$ cat src/rtl/axis_window_shifter.sv
`default_nettype none
// ============================================================================
// axis_window_shifter : shadowed window hit test feeding a small FWFT pixel FIFO
// Revision 1.0 - initial release
// ============================================================================
module axis_window_shifter #(
    parameter int C_PIXEL_WIDTH = 8,
    parameter int C_IMG_WBITS   = 12,
    parameter int C_IMG_HBITS   = 12,
    parameter int C_FIFO_DEPTH  = 4
) (
    input  logic                             clk,
    input  logic                             reset,
    input  logic                             frame_start,
    input  logic [C_IMG_WBITS-1:0]           col_idx,
    input  logic [C_IMG_HBITS-1:0]           row_idx,
    input  logic [C_IMG_WBITS-1:0]           s_win_left,
    input  logic [C_IMG_WBITS-1:0]           s_win_width,
    input  logic [C_IMG_HBITS-1:0]           s_win_top,
    input  logic [C_IMG_HBITS-1:0]           s_win_height,
    input  logic                             s_axis_tvalid,
    input  logic                             s_axis_tuser,
    input  logic [C_PIXEL_WIDTH-1:0]         s_axis_tdata,
    output logic                             s_axis_tready,
    output logic                             m_axis_need,
    output logic                             m_axis_valid,
    output logic [C_PIXEL_WIDTH-1:0]         m_axis_tdata,
    output logic                             m_axis_tuser,
    input  logic                             m_axis_next,
    output logic [$clog2(C_FIFO_DEPTH):0]    fifo_count,
    output logic                             underflow
);

    localparam int PTR_W = $clog2(C_FIFO_DEPTH);
    localparam int CNT_W = PTR_W + 1;
    localparam logic [CNT_W-1:0] DEPTH_CNT = CNT_W'(C_FIFO_DEPTH);

    logic [C_IMG_WBITS-1:0]   win_left;
    logic [C_IMG_WBITS-1:0]   win_width;
    logic [C_IMG_HBITS-1:0]   win_top;
    logic [C_IMG_HBITS-1:0]   win_height;

    logic [C_PIXEL_WIDTH:0]   mem [C_FIFO_DEPTH];
    logic [PTR_W-1:0]         wr_ptr;
    logic [PTR_W-1:0]         rd_ptr;
    logic [CNT_W-1:0]         count;

    logic [C_IMG_WBITS:0]     col_end;
    logic [C_IMG_HBITS:0]     row_end;
    logic                     push;
    logic                     pop;
    logic [C_PIXEL_WIDTH:0]   head;

    // One extra bit on the end bounds keeps a window touching the top of the
    // index range from wrapping; a zero extent makes the range empty.
    assign col_end = {1'b0, win_left} + {1'b0, win_width};
    assign row_end = {1'b0, win_top}  + {1'b0, win_height};

    assign m_axis_need = (col_idx >= win_left) && ({1'b0, col_idx} < col_end) &&
                         (row_idx >= win_top)  && ({1'b0, row_idx} < row_end);

    assign m_axis_valid  = (count != '0);
    assign pop           = m_axis_need && m_axis_next && m_axis_valid;
    assign s_axis_tready = !reset && (frame_start || (count < DEPTH_CNT) || pop);
    assign push          = s_axis_tvalid && s_axis_tready;

    assign head         = mem[rd_ptr];
    assign m_axis_tdata = m_axis_valid ? head[C_PIXEL_WIDTH-1:0] : '0;
    assign m_axis_tuser = m_axis_valid ? head[C_PIXEL_WIDTH] : 1'b0;
    assign fifo_count   = count;

    // A flush restarts the ring at slot 0, so a same-cycle push lands there.
    always_ff @(posedge clk) begin
        if (push) begin
            mem[frame_start ? '0 : wr_ptr] <= {s_axis_tuser, s_axis_tdata};
        end
    end

    always_ff @(posedge clk) begin
        if (reset || frame_start) begin
            win_left   <= s_win_left;
            win_width  <= s_win_width;
            win_top    <= s_win_top;
            win_height <= s_win_height;
        end
    end

    always_ff @(posedge clk) begin
        if (reset) begin
            wr_ptr    <= '0;
            rd_ptr    <= '0;
            count     <= '0;
            underflow <= 1'b0;
        end else if (frame_start) begin
            rd_ptr    <= '0;
            wr_ptr    <= push ? PTR_W'(1) : '0;
            count     <= push ? CNT_W'(1) : '0;
            underflow <= 1'b0;
        end else begin
            if (push) begin
                wr_ptr <= wr_ptr + 1'b1;
            end
            if (pop) begin
                rd_ptr <= rd_ptr + 1'b1;
            end
            case ({push, pop})
                2'b10:   count <= count + 1'b1;
                2'b01:   count <= count - 1'b1;
                default: count <= count;
            endcase
            if (m_axis_need && m_axis_next && !m_axis_valid) begin
                underflow <= 1'b1;
            end
        end
    end

endmodule
`default_nettype wire

$ cat config.mk
export PLATFORM = sky130hd
export DESIGN_NAME = axis_window_shifter
export DESIGN_NICKNAME = d
export VERILOG_FILES = /design/src/rtl/axis_window_shifter.sv
export SDC_FILE = /design/constraint.sdc
export NUM_CORES = 1
export LEC_CHECK = 0
export BUFFER_PORTS_ARGS = -buffer_cell sky130_fd_sc_hd__buf_2
export CAP_MARGIN = 15
export CORE_ASPECT_RATIO = 1.2
export CORE_UTILIZATION = 32
export CTS_CLUSTER_DIAMETER = 40
export DETAILED_ROUTE_END_ITERATION = 6
export GPL_TIMING_DRIVEN = 0
export SETUP_SLACK_MARGIN = 0.05
export SLEW_MARGIN = 10
export SYNTH_ARGS = -nofsm -noshare
export SYNTH_HDL_FRONTEND = slang
export SYNTH_SLANG_ARGS = --single-unit
$ cat constraint.sdc
create_clock -name clk -period 10.1 [get_ports clk]
set_input_delay 0.505 -clock clk [delete_from_list [all_inputs] [get_ports clk]]
set_output_delay 0.505 -clock clk [all_outputs]
set_load 0.05 [all_outputs]
Yosys cells after proc, flatten, opt, wreduce, memory -nomap -nowiden
Memory sizes are Yosys's and may differ from the RTL's. A register that Yosys moved wholly into a read port is not among the register bits.
Index checks and enable logic that the tools add are counted.
- flip-flop bits (word level): 56
- memory bits (writable): 36
- input bits: 86
- output and inout port bits: 16
- word-level logic and storage cells: 52
- memories kept: 1
- memory list (memory ; words ; bits a word ; read ports ; clocked after memory_dff ; write ports ; RTL line ; RTL):
    mem ; 4 ; 9 ; 1 ; 1 ; 1 ; 43 ; logic [C_PIXEL_WIDTH:0] mem [C_FIFO_DEPTH];
- add/subtract/negate cells: 6
- order comparisons: 5
- eq/ne operators: 2
- muxes and demuxes: 13
- reductions and logical operators: 17
- operator list (kind ; count):
    adder 12 x 12 -> 13 bit ; 2
    < comparator 12 x 13 -> 1 bit ; 2
    greater-or-equal comparator 12 bit ; 2
    two-way mux 2 bit ; 5
    logical AND 1 bit ; 8
    two-way mux 8 bit ; 1
    case mux 3 bit (2 select lines) ; 1
    nonzero test 3 bit ; 2
    two-way mux 1 bit ; 5
    adder 2 x 1 -> 2 bit (second input constant) ; 2
    adder 3 x 1 -> 3 bit (second input constant) ; 1
    logical OR 1 bit ; 3
    < comparator 3 bit (second input constant) ; 1
    two-way mux 3 bit ; 1
    subtractor 3 x 1 -> 3 bit (second input constant) ; 1
    equality test 2 x 1 -> 1 bit (second input constant) ; 1
    equality test 2 bit (second input constant) ; 1
    zero test 1 bit ; 2
    nonzero test 2 bit ; 1
    OR reduction 2 bit ; 1

Depth between registers and ports, before layout
Gate-level depths: netlist (run 1).
- word-level depth: 13
- gate-level depth with buffers: 23
- depth with buffers taken out: 22

Least setup slack after synthesis (run 1)
OpenSTA, ideal clock, no wires.
- path type: reg2out
- from: reg win_top[1]
- to: out s_axis_tready
- arrival: 4.828 ns
- data required time: 9.595 ns
- path slack: 4.767 ns
- stages on the path, launching flop included: 19
- path buffers: 0
- cells stage by stage: edfxtp_1 > ha_1 > a21o_1 > a21oi_1 > o21bai_1 > a21o_1 > a21oi_1 > inv_1 > a21oi_1 > xor2_1 > ha_1 > and3_1 > a221oi_2 > o21ai_0 > a2111oi_4 > o211ai_1 > nor2_1 > nand2_1 > a21oi_1
- word-level cells in the longest chain between the ends: 7
- elaborated cells between the ends (all ways): 9
- those cells by class: 1 x add/sub; 2 x order compare; 6 x reduce/logical
- ends and longest elaborated chain (item ; RTL line ; RTL):
    start, declared ; 40 ; logic [C_IMG_HBITS-1:0] win_top;
    start signal, assigned ; 83 ; win_top <= s_win_top;
    adder 12 x 12 -> 13 bit / greater-or-equal comparator 12 bit (equally long branches) ; 57, 60 ;
    < comparator 12 x 13 -> 1 bit / logical AND 1 bit (equally long branches) ; 60, 59 ;
    logical AND 1 bit * ; 60 ; (row_idx >= win_top) && ({1'b0, row_idx} < row_end);
    named net m_axis_need ; 25 ; output logic m_axis_need,
    logical AND 1 bit * (2 in a row) ; 63 ; assign pop = m_axis_need && m_axis_next && m_axis_valid;
    logical OR 1 bit * ; 64 ; assign s_axis_tready = !reset && (frame_start || (count < DEPTH_CNT) || pop);
    logical AND 1 bit * ; 64 ;
    end, declared ; 24 ; output logic s_axis_tready,
The timed path passes the listed nets; every way through them passes the cells marked *.

Worst setup path in the final report (run 1)
- from: reg win_top[1]
- to: out s_axis_tready
- word-level cells in the longest chain between the ends: 7
- elaborated cells between the ends (all ways): 9
- those cells by class: 1 x add/sub; 2 x order compare; 6 x reduce/logical
- ends and longest elaborated chain (item ; RTL line):
    adder 12 x 12 -> 13 bit / greater-or-equal comparator 12 bit (equally long branches) ; 57, 60
    < comparator 12 x 13 -> 1 bit / logical AND 1 bit (equally long branches) ; 60, 59
    logical AND 1 bit * ; 60
    logical AND 1 bit * (2 in a row) ; 63
    logical OR 1 bit * ; 64
    logical AND 1 bit * ; 64
Mark *: on every way between the ends. The rest lies on a longest branch, timed or not.

==> flow_summary.ini, run 1 <==
[status]
outcome = completed

[layout]
area_delta_synth_final_pct = 20.1
fin_area_sq_um = 6520
final_nets = 708
drive_above_1_share_pct = 24.9
fin_util_pct = 39.8
fin_cells = 766
diodes = 0

[critical_path]
path_buf_inv = 2
critPathMaxFanout = 3
cp_slowest_stage_delay_ps = 430
cpMostUsedCell = a21oi_1
slowest_stage = a2111oi_4
r2r_start = win_top[1]
rrSetupSlack_ps = 5020
worst_setup_path_end_kind = output pin
required_ps = 9600
critPathKind = reg -> out
path_delay_family = compound AO/OA/AOI/OAI gates
arrival_ps = 4650
cp_cell_sequence = ha_1 > a21o_1 > a21oi_1 > o21bai_1 > a21o_1 > a21oi_1 > inv_1 > a21oi_1 > xor2_1 > ha_1 > and3_1 > a221oi_2 > o21ai_0 > a2111oi_4 > o211ai_1 > nor2_1 > nand2_1 > a21oi_1 > buf_2
r2r_cells = 19
timing.rr.end = mem[3][3]
crit_path_start_kind = flip-flop

[yosys]
synth-edff-count = 84
ys_seq_area_share_pct = 50.1
yosys.area.top_type_share_pct = 46.5
syn-num-nets = 595
netlist-cell-type-count = 53
syn_inst = 436
ys.flop_type = edfxtp_1
synth_area_leaders = edfxtp_1 46%, ha_1 16%, mux4_2 3.7%, dfxtp_1 3.7%, inv_1 3.0%
synth_seq_cells = 94
synth_top_area_cell = edfxtp_1
async_flop_share_pct = 0
synth_area_sq_um = 5430
yosys_warnings = 0
avgSynthCellArea_sq_um = 12.5

[power_and_ir_drop]
powerDensity_nw_per_um2 = 168
clockPowerShare_pct = 31.3
leakage_nw = 2.80
ir_worst_vdd_v = 0.0000731
combPwrFrac_pct = 26.9
power.switching_mw = 0.344
p_int_mw = 0.752
sw_frac_of_total_pct = 31.4
seqPwrFrac_pct = 41.8
design_power_total_mw = 1.10

[placement]
dpl.hpwl_mm = 8.84
place_ws_ps = 4950
place.port_buffers = 101
routabilityCongestion = 0.819
dpl.cell_count = 750
place_area_sq_um = 6230

[timing]
post-route-period-util_pct = 51.1
fin_hold_ws_ps = 321
clock.fmax_mhz = 194
relSlewSlack_pct = 38.5
worst_slack_ps = 4940
fin_crit_ps = 5160
fin_tns_setup_ps = 0
fin_skew_ps = 12.7
setup_violations = 0
rsz0062_at_grt = false
hold_viol_final = 0
worst_pin_slew_ps = 920
final_max_slew_viol_count = 0

[clock_tree]
cts_hold_buffers = 0
clock_latency_ps = 350
post_cts_resized = 0
cts_buffers = 9
cts_tree = done
post-cts-setup-buffers = 0
cts_root_buffer = clkbuf_16
cts_buffer_depth = 2
clkTransAtPathRegs_ps = 80
cts_sinks = 94
cts_max_level = 3

[grt]
grt_antenna_before_repair = 0
grt_util_all_layers_pct = 13.7
grt_pass1_wl_mm = 17.9
grt_start_max_net_pins = 37
overflow = 0
grt_pass1_vias = 3872

[routing]
wl_mm = 11.4
drt_drc_violations_left = 0
met1Wirelength_mm = 4.61
wl_met2_mm = 5.98
drt_iter0_drc = 111
top_layer_used = met4
via_per_inst = 4.87
vias = 3731
detail_route.wl_per_cell_um = 14.8
first_pass_iters = 4
wl_met3_um = 503
ant_nets = 0

[hold_path]
worstHoldPathCells = 1
min_from = s_win_top[4]
hold_path.class = in -> reg
min_to = win_top[4]

[floorplan]
die_area_sq_um = 17500
die_x_um = 121
start_util_pct = 33.1
core_sq_um = 16400
die_h_um = 145
std_cell_rows = 51
io_pins = 102

[run]
maxCapViolCount = 0
==> cell usage in the layout (no fill, tap or decap), types with 4 or more instances in the layout <==
master     count
a21o_1         9
a21oi_1       25
a31oi_1        5
and2_1        11
buf_2        101
clkbuf_16      9
dfxtp_1       10
edfxtp_1      84
ha_1          70
inv_1         42
mux2i_1        4
mux4_2         9
nand2_1       19
nand2b_1       7
nand3_1        6
nor2_1        22
nor2b_1        6
nor3_1         5
o21a_1         4
o21ai_0       14
o31ai_1        5
xnor2_1       11
xor2_1        13
==> cells in the mapped netlist, types with 2 or more instances <==
cell type / number
o21bai_1: 3
a2111oi_0: 2
a211oi_1: 3
edfxtp_1: 84
and3_1: 3
mux2i_1: 4
ha_1: 70
and2_1: 11
nor3_1: 6
nor2b_1: 6
dfxtp_1: 10
nor3b_1: 3
nor4_1: 3
o31ai_1: 5
clkbuf_1: 2
xnor2_1: 11
xor2_1: 13
or3_1: 2
mux4_2: 9
a21oi_1: 25
a2111oi_4: 2
nand3b_1: 3
nand2_1: 19
nor2_1: 22
o21a_1: 4
o21ai_0: 14
o22ai_1: 2
a21o_1: 9
a31oi_1: 5
nand3_1: 6
fa_1: 3
nand4_1: 3
inv_1: 43
nand2b_1: 7
==> worst register-to-register path, stage by stage, from the launching register on <==
cell and delay (ps):
edfxtp_1 390, ha_1 300, a21o_1 180, a21oi_1 210
o21bai_1 100, a21o_1 200, a21oi_1 250, inv_1 70
a21oi_1 170, xor2_1 170, ha_1 270, and3_1 180
a221oi_2 200, o21ai_0 210, a2111oi_4 430, o211a_4 250
a21oi_2 70, buf_6 160, or2_1 240, nor2_1 650
==> flip-flops by register name, summed over array words and instances, names as in the netlist, named ones only <==
register,flops
win_height,12
mem,36
win_top,12
fifo_count,3
rd_ptr,2
win_left,12
wr_ptr,2
underflow,1
win_width,12
==> layer usage <==
metal / vias to the layer above / global-route usage [%]
met5: - / 0
met3: 18 / 3.76
li1: 1852 / -
met4: 0 / 5.72
met2: 78 / 25.4
met1: 1783 / 14.4
==> power by group through the flow <==
stage          logic [mW]  registers (mW)  clock network [mW]
2_1_floorplan       0.217           0.465                   0
3_3_place_gp        0.287           0.467                   0
3_5_place_dp        0.296           0.466                   0
4_1_cts             0.299           0.458               0.358
5_1_grt             0.335           0.460               0.369
6_report            0.295           0.457               0.343
==> worst max path at each step <==
stage / startpoint / to / slack, ps / cells past startpoint
final: win_top[1] / s_axis_tready / 4940 / 19
after global routing: win_top[1] / s_axis_tready / 4470 / 19
after CTS: win_top[1] / s_axis_tready / 4880 / 19
after detailed placement: win_top[1] / mem[3][8] / 4950 / 19
after global placement: win_top[1] / mem[1][7] / 4680 / 18
after floorplan: win_top[1] / s_axis_tready / 4770 / 18
==> logic make-up after synthesis <==
family,Yosys count,synth area share [%]
AND/OR/NAND/NOR,97,9.31
flip-flops,94,50.1
AO/OA/AOI/OAI,88,11.6
adder cells (fa/ha/maj),73,17.2
buffers and inverters,47,3.39
XOR/XNOR,24,3.87
multiplexers,13,4.47
==> layout make-up <==
| type | instances | area [sq um] |
|---|---|---|
| clock buffers | 9 | 225 |
| multi-input cells | 295 | 2530 |
| fillers | 1551 | 9880 |
| clock inverters | 7 | 72.6 |
| plain buffers | 4 | 22.5 |
| well taps | 212 | 265 |
| repair buffers | 102 | 526 |
| flip-flops and latches | 94 | 2720 |
| inverters | 43 | 161 |
Power figures use the tool's default switching activity.
==> inputs of run 2 (changes only) <==
clock period = 4.88 ns   (was 10.1 ns; I/O delays follow)
==> run 2 against run 1 <==
Register-to-register slack got worse by 4800 ps; die area unchanged; routed wire length increased by 0.99%; first-iteration DRC count increased by 0.90%; highest routed layer unchanged; hold slack got worse by 260 ps; critical endpoint is now fifo_count[2]; cell count increased by 0.65%.
==> flow_summary.ini, run 2 (synthesis gave the netlist of run 1 again) <==
[status]
outcome = completed

[timing]
clock.fmax_mhz = 215
post-route-period-util_pct = 95.3
fin_hold_ws_ps = 62.8
fin_skew_ps = 7.95
worst_slack_ps = 228
worst_pin_slew_ps = 782
fin_tns_setup_ps = 0
final_max_slew_viol_count = 0
hold_viol_final = 0
rsz0062_at_grt = true
fin_crit_ps = 4650
relSlewSlack_pct = 47.9
setup_violations = 0

[placement]
place_area_sq_um = 6230
routabilityCongestion = 0.858
place_ws_ps = -323
dpl.hpwl_mm = 8.92
place.port_buffers = 101

[grt]
overflow = 0
grt_util_all_layers_pct = 13.8
grt_antenna_before_repair = 0
grt_pass1_vias = 3955
grt_pass1_wl_mm = 18.3
grt_start_max_net_pins = 37

[clock_tree]
cts_buffers = 9
cts_hold_buffers = 0
cts_root_buffer = clkbuf_16
cts_max_level = 3
cts_tree = done
cts_buffer_depth = 2
cts_sinks = 94
clkTransAtPathRegs_ps = 80
clock_latency_ps = 350

[routing]
drt_drc_violations_left = 0
drt_iter0_drc = 112
detail_route.wl_per_cell_um = 14.9
via_per_inst = 4.89
first_pass_iters = 4
vias = 3772
wl_mm = 11.5
ant_nets = 0

[floorplan]
die_x_um = 121
std_cell_rows = 51
io_pins = 102
start_util_pct = 33.1
die_area_sq_um = 17500
die_h_um = 145
core_sq_um = 16400

[layout]
drive_above_1_share_pct = 28.1
final_nets = 713
mostFrequentLayoutCells = 100 x buf_2, 84 x edfxtp_1, 70 x ha_1
diodes = 0
final_common_cell = buf_2
fin_util_pct = 40.7
fin_area_sq_um = 6670
top_register = mem
largest_reg_flops = 36
area_delta_synth_final_pct = 22.8

[power_and_ir_drop]
ir_worst_vdd_v = 0.000158
powerDensity_nw_per_um2 = 346
leakage_nw = 2.84

[hold_path]
hold_path.class = in -> reg

[run]
maxCapViolCount = 0

[critical_path]
required_ps = 5160
critPathMaxFanout = 10
crit_path_start_kind = flip-flop
worst_setup_path_end_kind = flip-flop
critPathKind = reg -> reg
arrival_ps = 4930
[run 2: cell count changes in the layout (fill, tap and decap cells not counted), sizes merged]
cell    change
inv         -1
buf         +5
clkinv      +1
[run 2: what timing repair did]
item | 4_1_cts | 5_1_grt
resized for setup | 9 | 11
pin swaps | 2 | 14
setup buffers | 1 | 4
setup endpoints to repair | 38 | 39
[run 2: area by class of cell]
type / count / area, sq um
fill: 1532 / 9730
sequential: 94 / 2720
multi-input combinational: 295 / 2620
timing repair buffer: 107 / 582
tap: 212 / 265
clock buffer: 9 / 225
inverter: 43 / 161
clock inverter: 7 / 75.1
buffer: 4 / 22.5
[run 2: worst max-delay path: stages, from the launching register on]
cell and delay (ps):
edfxtp_1 400, ha_1 310, a21o_1 190, a21oi_2 140, o21bai_1 80, a21o_1 190, a21oi_2 170, inv_1 70
a21oi_2 130, xor2_1 170, ha_1 290, and3_4 180, a221oi_4 260, o21ai_2 120, a2111oi_4 400, o211a_4 240
a21oi_2 60, buf_6 160, nor2b_1 140, fa_2 350, a21boi_0 140, mux2i_1 190, mux2i_1 200
[run 2: routing by layer]
layer  up-vias  GRT usage (%)  share of wire (%)
met1      1810           14.3                 39
met3        15           3.41                4.7
met2        79           26.0                 54
met4         0           6.50                2.3
met5         -              0                  0
li1       1868              -                  -
[run 2: worst paths after layout]
path	from	endpoint	slack (ps)	cells past startpoint
max reg2reg	win_top[1]	fifo_count[2]	230	22
min	s_win_width[8]	win_width[8]	60	1
max	win_top[1]	fifo_count[2]	230	22
min reg2reg	underflow	underflow	470	2
[run 2: per-stage QoR]
step	power (mW)	instances
finish	2.31	771
global route	2.45	771
CTS	2.32	767
detailed placement	1.58	750
global placement	1.56	749
floorplan	1.41	436
[run 2: where the power goes]
part | internal (mW) | switching, mW
registers | 0.925 | 0.0225
clock network | 0.364 | 0.348
logic | 0.288 | 0.361
